[src/rtl/truth_table_checker_pkg.sv]
// Shared types and sizing helpers for the exhaustive truth-table checker.
// Module parameters default to the values here; widths are derived through the helpers.
package truth_table_checker_pkg;

   localparam int N_IN_DEF   = 3;
   localparam int N_FUNC_DEF = 5;
   localparam int SETTLE_DEF = 1;

   typedef enum logic [1:0] {
      ST_IDLE   = 2'd0,
      ST_WAIT   = 2'd1,
      ST_SAMPLE = 2'd2,
      ST_DONE   = 2'd3
   } state_t;

   function automatic int nvec(input int n_in);
      return 2 ** n_in;
   endfunction

   // err_count has to be able to hold every vector failing, i.e. 2^n_in
   function automatic int cnt_width(input int n_in);
      return n_in + 1;
   endfunction

   // The settle counter holds SETTLE-1 at most.
   function automatic int wait_width(input int settle);
      return (settle > 1) ? $clog2(settle) : 1;
   endfunction

   localparam int NVEC  = nvec(N_IN_DEF);
   localparam int CNT_W = cnt_width(N_IN_DEF);
   localparam int WAIT_W = wait_width(SETTLE_DEF);

endpackage

[src/rtl/truth_table_checker_vector_sequencer.sv]
// Drive-vector counter plus settle down-counter; flags when the current vector
// has been held long enough to sample and when it is the final vector.
module vector_sequencer
   import truth_table_checker_pkg::*;
#(
   parameter int N_IN   = N_IN_DEF,
   parameter int SETTLE = SETTLE_DEF
) (
   input  logic            clk,
   input  logic            rst_n,
   input  logic            load,
   input  logic            advance,
   input  logic            count_en,
   output logic [N_IN-1:0] vec,
   output logic            sample_en,
   output logic            last_vec
);

   localparam int                WAIT_W = wait_width(SETTLE);
   localparam logic [WAIT_W-1:0] RELOAD = WAIT_W'(SETTLE - 1);

   logic [N_IN-1:0]   vec_q;
   logic [WAIT_W-1:0] wait_cnt_q;

   always_ff @(posedge clk or negedge rst_n) begin
      if (!rst_n) begin
         vec_q      <= '0;
         wait_cnt_q <= '0;
      end else if (load) begin
         vec_q      <= '0;
         wait_cnt_q <= RELOAD;
      end else if (advance) begin
         vec_q      <= vec_q + N_IN'(1);
         wait_cnt_q <= RELOAD;
      end else if (count_en && (wait_cnt_q != '0)) begin
         wait_cnt_q <= wait_cnt_q - WAIT_W'(1);
      end
   end

   assign vec       = vec_q;
   assign sample_en = count_en && (wait_cnt_q == '0);
   assign last_vec  = &vec_q;

endmodule

[config.mk]
export PLATFORM = sky130hd
export DESIGN_NAME = vector_sequencer
export DESIGN_NICKNAME = d
export VERILOG_FILES = /design/src/rtl/truth_table_checker_pkg.sv /design/src/rtl/truth_table_checker_vector_sequencer.sv
export SDC_FILE = /design/constraint.sdc
export NUM_CORES = 1
export LEC_CHECK = 0
export ABC_AREA = 1
export CORE_AREA = 2 2 39 41
export DETAILED_ROUTE_END_ITERATION = 16
export DIE_AREA = 0 0 41 43
export PLACE_DENSITY_LB_ADDON = 0.25
export SYNTH_ARGS = -nofsm -noshare
export SYNTH_HDL_FRONTEND = slang
export SYNTH_SLANG_ARGS = --single-unit
[constraint.sdc]
create_clock -name clk -period 1 [get_ports clk]
set_clock_uncertainty 0.05 [all_clocks]
set_input_delay 0.1 -clock clk [delete_from_list [all_inputs] [get_ports clk]]
set_output_delay 0.1 -clock clk [all_outputs]
set_load 0.02 [all_outputs]
* Word level (Yosys, flattened, before mapping)
Cells that the tools add are included.
** Word-level totals
- Register bits :: 4
- Latch bits :: 0
- Bits in writable memories :: 0
- ROM bits :: 0
- Bits of input ports :: 5
- Output and inout port bits :: 5
- Memories :: 0
** Operators by class
- Add/sub/neg operators :: 2
- Multipliers :: 0
- Divide/modulo/power cells :: 0
- $lt $le $gt $ge :: 0
- Eq/ne operators :: 0
- Shift-type cells :: 0
- Multiplexer cells :: 5
- Bitwise logic cells :: 1
- Reduce and logical (&&, ||, !) cells :: 5
** Operators with widths (count)
- two-way mux 3 bit :: 2
- adder 3 x 1 -> 3 bit, second input constant :: 1
- two-way mux 1 bit :: 3
- AND reduction 3 bit :: 1
- nonzero test 3 bit :: 1
- logical AND 1 bit :: 2
- nonzero test 2 bit :: 1
- NOT 1 bit :: 1
- subtractor 1 bit, second input constant :: 1

* Depth between registers and ports, before layout
- Word-level depth :: 4
- Gate-level depth with buffers :: 4
- Mapped depth without buffers :: 4

* Least setup slack after synthesis
No wires, ideal clock.
- Kind :: register -> register
- Start point :: register vec_q[0], in the netlist vec[0]
- End point :: register vec_q[2], in the netlist vec[2]
- Arrival time :: 1.060 ns
- Required time :: 0.833 ns
- Slack :: -0.228 ns
- Cell stages (with the launch flop) :: 5
- Path buffers :: 0
- Clock period less this slack :: 1.228 ns
- Cells stage by stage :: dfrtp_1 -> ha_1 -> ha_1 -> nand3_1 -> nand2_1
** Between the ends
- Longest elaborated chain between the ends :: 3
** Ends and longest elaborated chain
- start: declaration :: RTL line truth_table_checker_vector_sequencer.sv:22 : logic [N_IN-1:0] vec_q;
- start signal: assignment :: RTL line truth_table_checker_vector_sequencer.sv:33 : vec_q <= vec_q + N_IN'(1);
- adder 3 x 1 -> 3 bit :: RTL line truth_table_checker_vector_sequencer.sv:33
- two-way mux 3 bit :: RTL line truth_table_checker_vector_sequencer.sv:32 : end else if (advance) begin
- two-way mux 3 bit :: RTL line truth_table_checker_vector_sequencer.sv:29 : end else if (load) begin
No other way between the ends. The select of a mux whose other input is x is not followed.
A chain may end at the register's enable or synchronous reset.

* Worst setup path in the final report
- Start point :: register vec_q[1], in the netlist vec[1]
- End point :: output last_vec
** Between the ends
- Longest elaborated chain between the ends :: 1
** Ends and longest elaborated chain
- AND reduction 3 bit :: RTL line truth_table_checker_vector_sequencer.sv:42 : assign last_vec = &vec_q;
- end: declaration :: RTL line truth_table_checker_vector_sequencer.sv:16 : output logic last_vec
No other way between the ends.

==> reports/metrics.cfg <==
[die]
dieHeight_um = 43
core_area_sq_mm = 0.00138
initial_core_util = 0.142
io_pins = 10
dieWidth_um = 41
rows = 14
fp.dieArea_sq_mm = 0.00176

[synthesis]
syn_inst = 23
synth_seq_cells = 4
synthesis.area_sq_um = 196
syn_area_per_cell_sq_um = 8.54
synth-adder-area-share = 0.127
synth_fp_nets = 30
synth-simple-area-share = 0.306
post-synth-top-area-cell = dfrtp_1
yosysUniqueCellTypes = 7
yosysSeqAreaShare = 0.510
yosysWarnings = 0
synth-xor-area-share = 0
synth_top_area_frac = 0.510
synth_compound_area_frac = 0
synth_mux_area_frac = 0
ys_top_cells_by_area = dfrtp_1 51%, nand2_1 13%, ha_1 13%
synth_top_family_by_area = simple AND/OR/NAND/NOR gates

[critical_path]
worstPathMaxFanout = 2
r2r_cells = 4
crit_type = register to primary output
end_kind = primary output
worst_setup_path_start_kind = register
cp_data_arrival_time_ns = 1.07
crit_required_ns = 0.85

[timing]
fin_ws_ns = -0.223
setup_viol = 4
relSlewSlack = 0.850
timing.fmax_ghz = 0.817
fin_crit_sh = 1.22
tightest_slew_ns = 0.225
rsz0062_at_grt = yes
hold_violations = 0
fin_crit_ns = 1.22
slew_violations = 0

[routing]
vias = 197
wl_per_cell_um = 8.27
viasPerCell = 3.58
ant_nets = 0
drtPass1Iterations = 2
drt_iter0_markers = 2
wirelength_um = 455
drc = 0

[cts]
cts_htree_levels = 1
path_clk_slew_ns = 0.04
cts_hold_buf = 0
clkSinkCount = 4
clock_path_buffers = 2
cts_inserted_buffers = 3
clk_latency_ns = 0.23
cts_tree = yes
cts-root-buf = clkbuf_4

[placed_design]
gp_congestion = 0.606
port_buffers = 9

[final_layout]
seqCellArea_sq_um = 103
syn_to_final_growth_pct = 102
drive_gt1_frac = 0.513
layout.nets = 48
nFillCells = 148
final_core_util = 0.287
multi_input_area_sq_um = 115
insertedDiodeCount = 0

[grt]
grt.total_usage = 0.0736
met1_usage = 0.0619
gr-total-overflow = 0
top_usage_layer = met2
use_met3 = 0.0785
grt_pass1_vias = 207
antenna_found_initial = 0
grt.met2_usage = 0.113
grt_pass1_wl_um = 779
grt_max_degree = 6

[status]
outcome = finished, violations left
violations = negative setup slack

[pwr]
seqPwrFrac = 0.379
p_sw_w = 0.000111
vdd_ir_drop_max_mv = 0.477
switching_share = 0.236
p_leak_nw = 0.200
power_density_mw_per_mm2 = 1180
power.share.clock = 0.413
comb_power_share = 0.208
total_power_w = 0.000470
internal_power_w = 0.000359

[worst_hold_path]
hold_class = input port to asynchronous set/reset pin

[run]
max-cap-violations = 0

==> stage by stage <==
stage	cells	worst slack [ns]	cell area [sq um]	hold slack, ns	setup TNS, ns
detailed placement	50	-0.434	354	0.275	-1.62
floorplan	23	-0.105	229	-0.246	-0.105
finish	55	-0.223	397	0.0274	-0.503
global placement	50	-0.424	354	0.275	-1.58
global route	55	-0.257	397	0.0269	-0.665
CTS	55	-0.237	392	0.0239	-0.547
==> kinds of logic (layout without fill, tap and decap cells) <==
family        after synthesis  after routing
fa+ha+maj                   2              2
simple gates               14             14
buf+inv                     3             19
flops                       4              4
==> area by class of cell <==
| type | count | share of cell area |
|---|---|---|
| clock buffer | 3 | 0.0568 |
| tap | 16 | 0.0505 |
| inverter | 3 | 0.0284 |
| sequential | 4 | 0.259 |
| timing repair buffer | 13 | 0.315 |
| multi-input combinational | 16 | 0.290 |
==> per-layer routing <==
| layer | vias to the layer above | wire length (um) |
|---|---|---|
| met1 | 87 | 172 |
| met4 | 0 | 0 |
| met3 | 0 | 31 |
| li1 | 105 | - |
| met2 | 5 | 251 |
| met5 | - | 0 |
==> final timing paths <==
check,slack (ns),start,endpoint
worst max-delay path,-0.22,vec[1],last_vec
worst min-delay path,0.03,rst_n,vec[2]
worst max register to register,-0.06,vec[1],vec[2]
worst min register to register,0.48,wait_cnt_q,wait_cnt_q
max in group asynchronous,0.68,rst_n,vec[0]
min in group clk,0.09,count_en,wait_cnt_q
==> flip-flops by register name (all words and copies together) (netlist names) <==
name and flops:
vec 3, wait_cnt_q 1
==> worst max-delay path, stage by stage (launching register included) <==
cell,delay [ns]
dfrtp_2,0.41
ha_4,0.17
ha_4,0.14
buf_6,0.12
==> cell usage after synthesis <==
cell	n
dfrtp_1	4
ha_1	2
inv_1	3
nand2_1	7
nand3_1	2
nor2_1	3
nor2_2	2
==> what timing repair did <==
action / in CTS / in global routing
pin swaps: 2 / 1
buffers inserted: 2 / 0
endpoints found under the setup margin: 6 / 7
resized for setup: 28 / 3
cloned: 0 / 0
==> power groups by stage <==
| stage | Combinational, W | Clock [W] | Sequential (W) |
|---|---|---|---|
| floorplan | 0.0000255 | 0 | 0.000190 |
| global placement | 0.0000887 | 0 | 0.000180 |
| detailed placement | 0.0000897 | 0 | 0.000180 |
| CTS | 0.0000991 | 0.000207 | 0.000178 |
| global route | 0.000108 | 0.000221 | 0.000178 |
| finish | 0.0000978 | 0.000194 | 0.000178 |
==> layout by cell type, fill, tap and decap left out, drive strengths merged <==
cell,netlist,routed
buf,0,9
clkbuf,0,3
clkdlybuf4s50,0,3
dfrtp,4,4
dlymetal6s2s,0,1
ha,2,2
inv,3,3
nand2,7,7
nand3,2,2
nor2,5,5
Note: power is estimated with default switching activity, not from simulation.
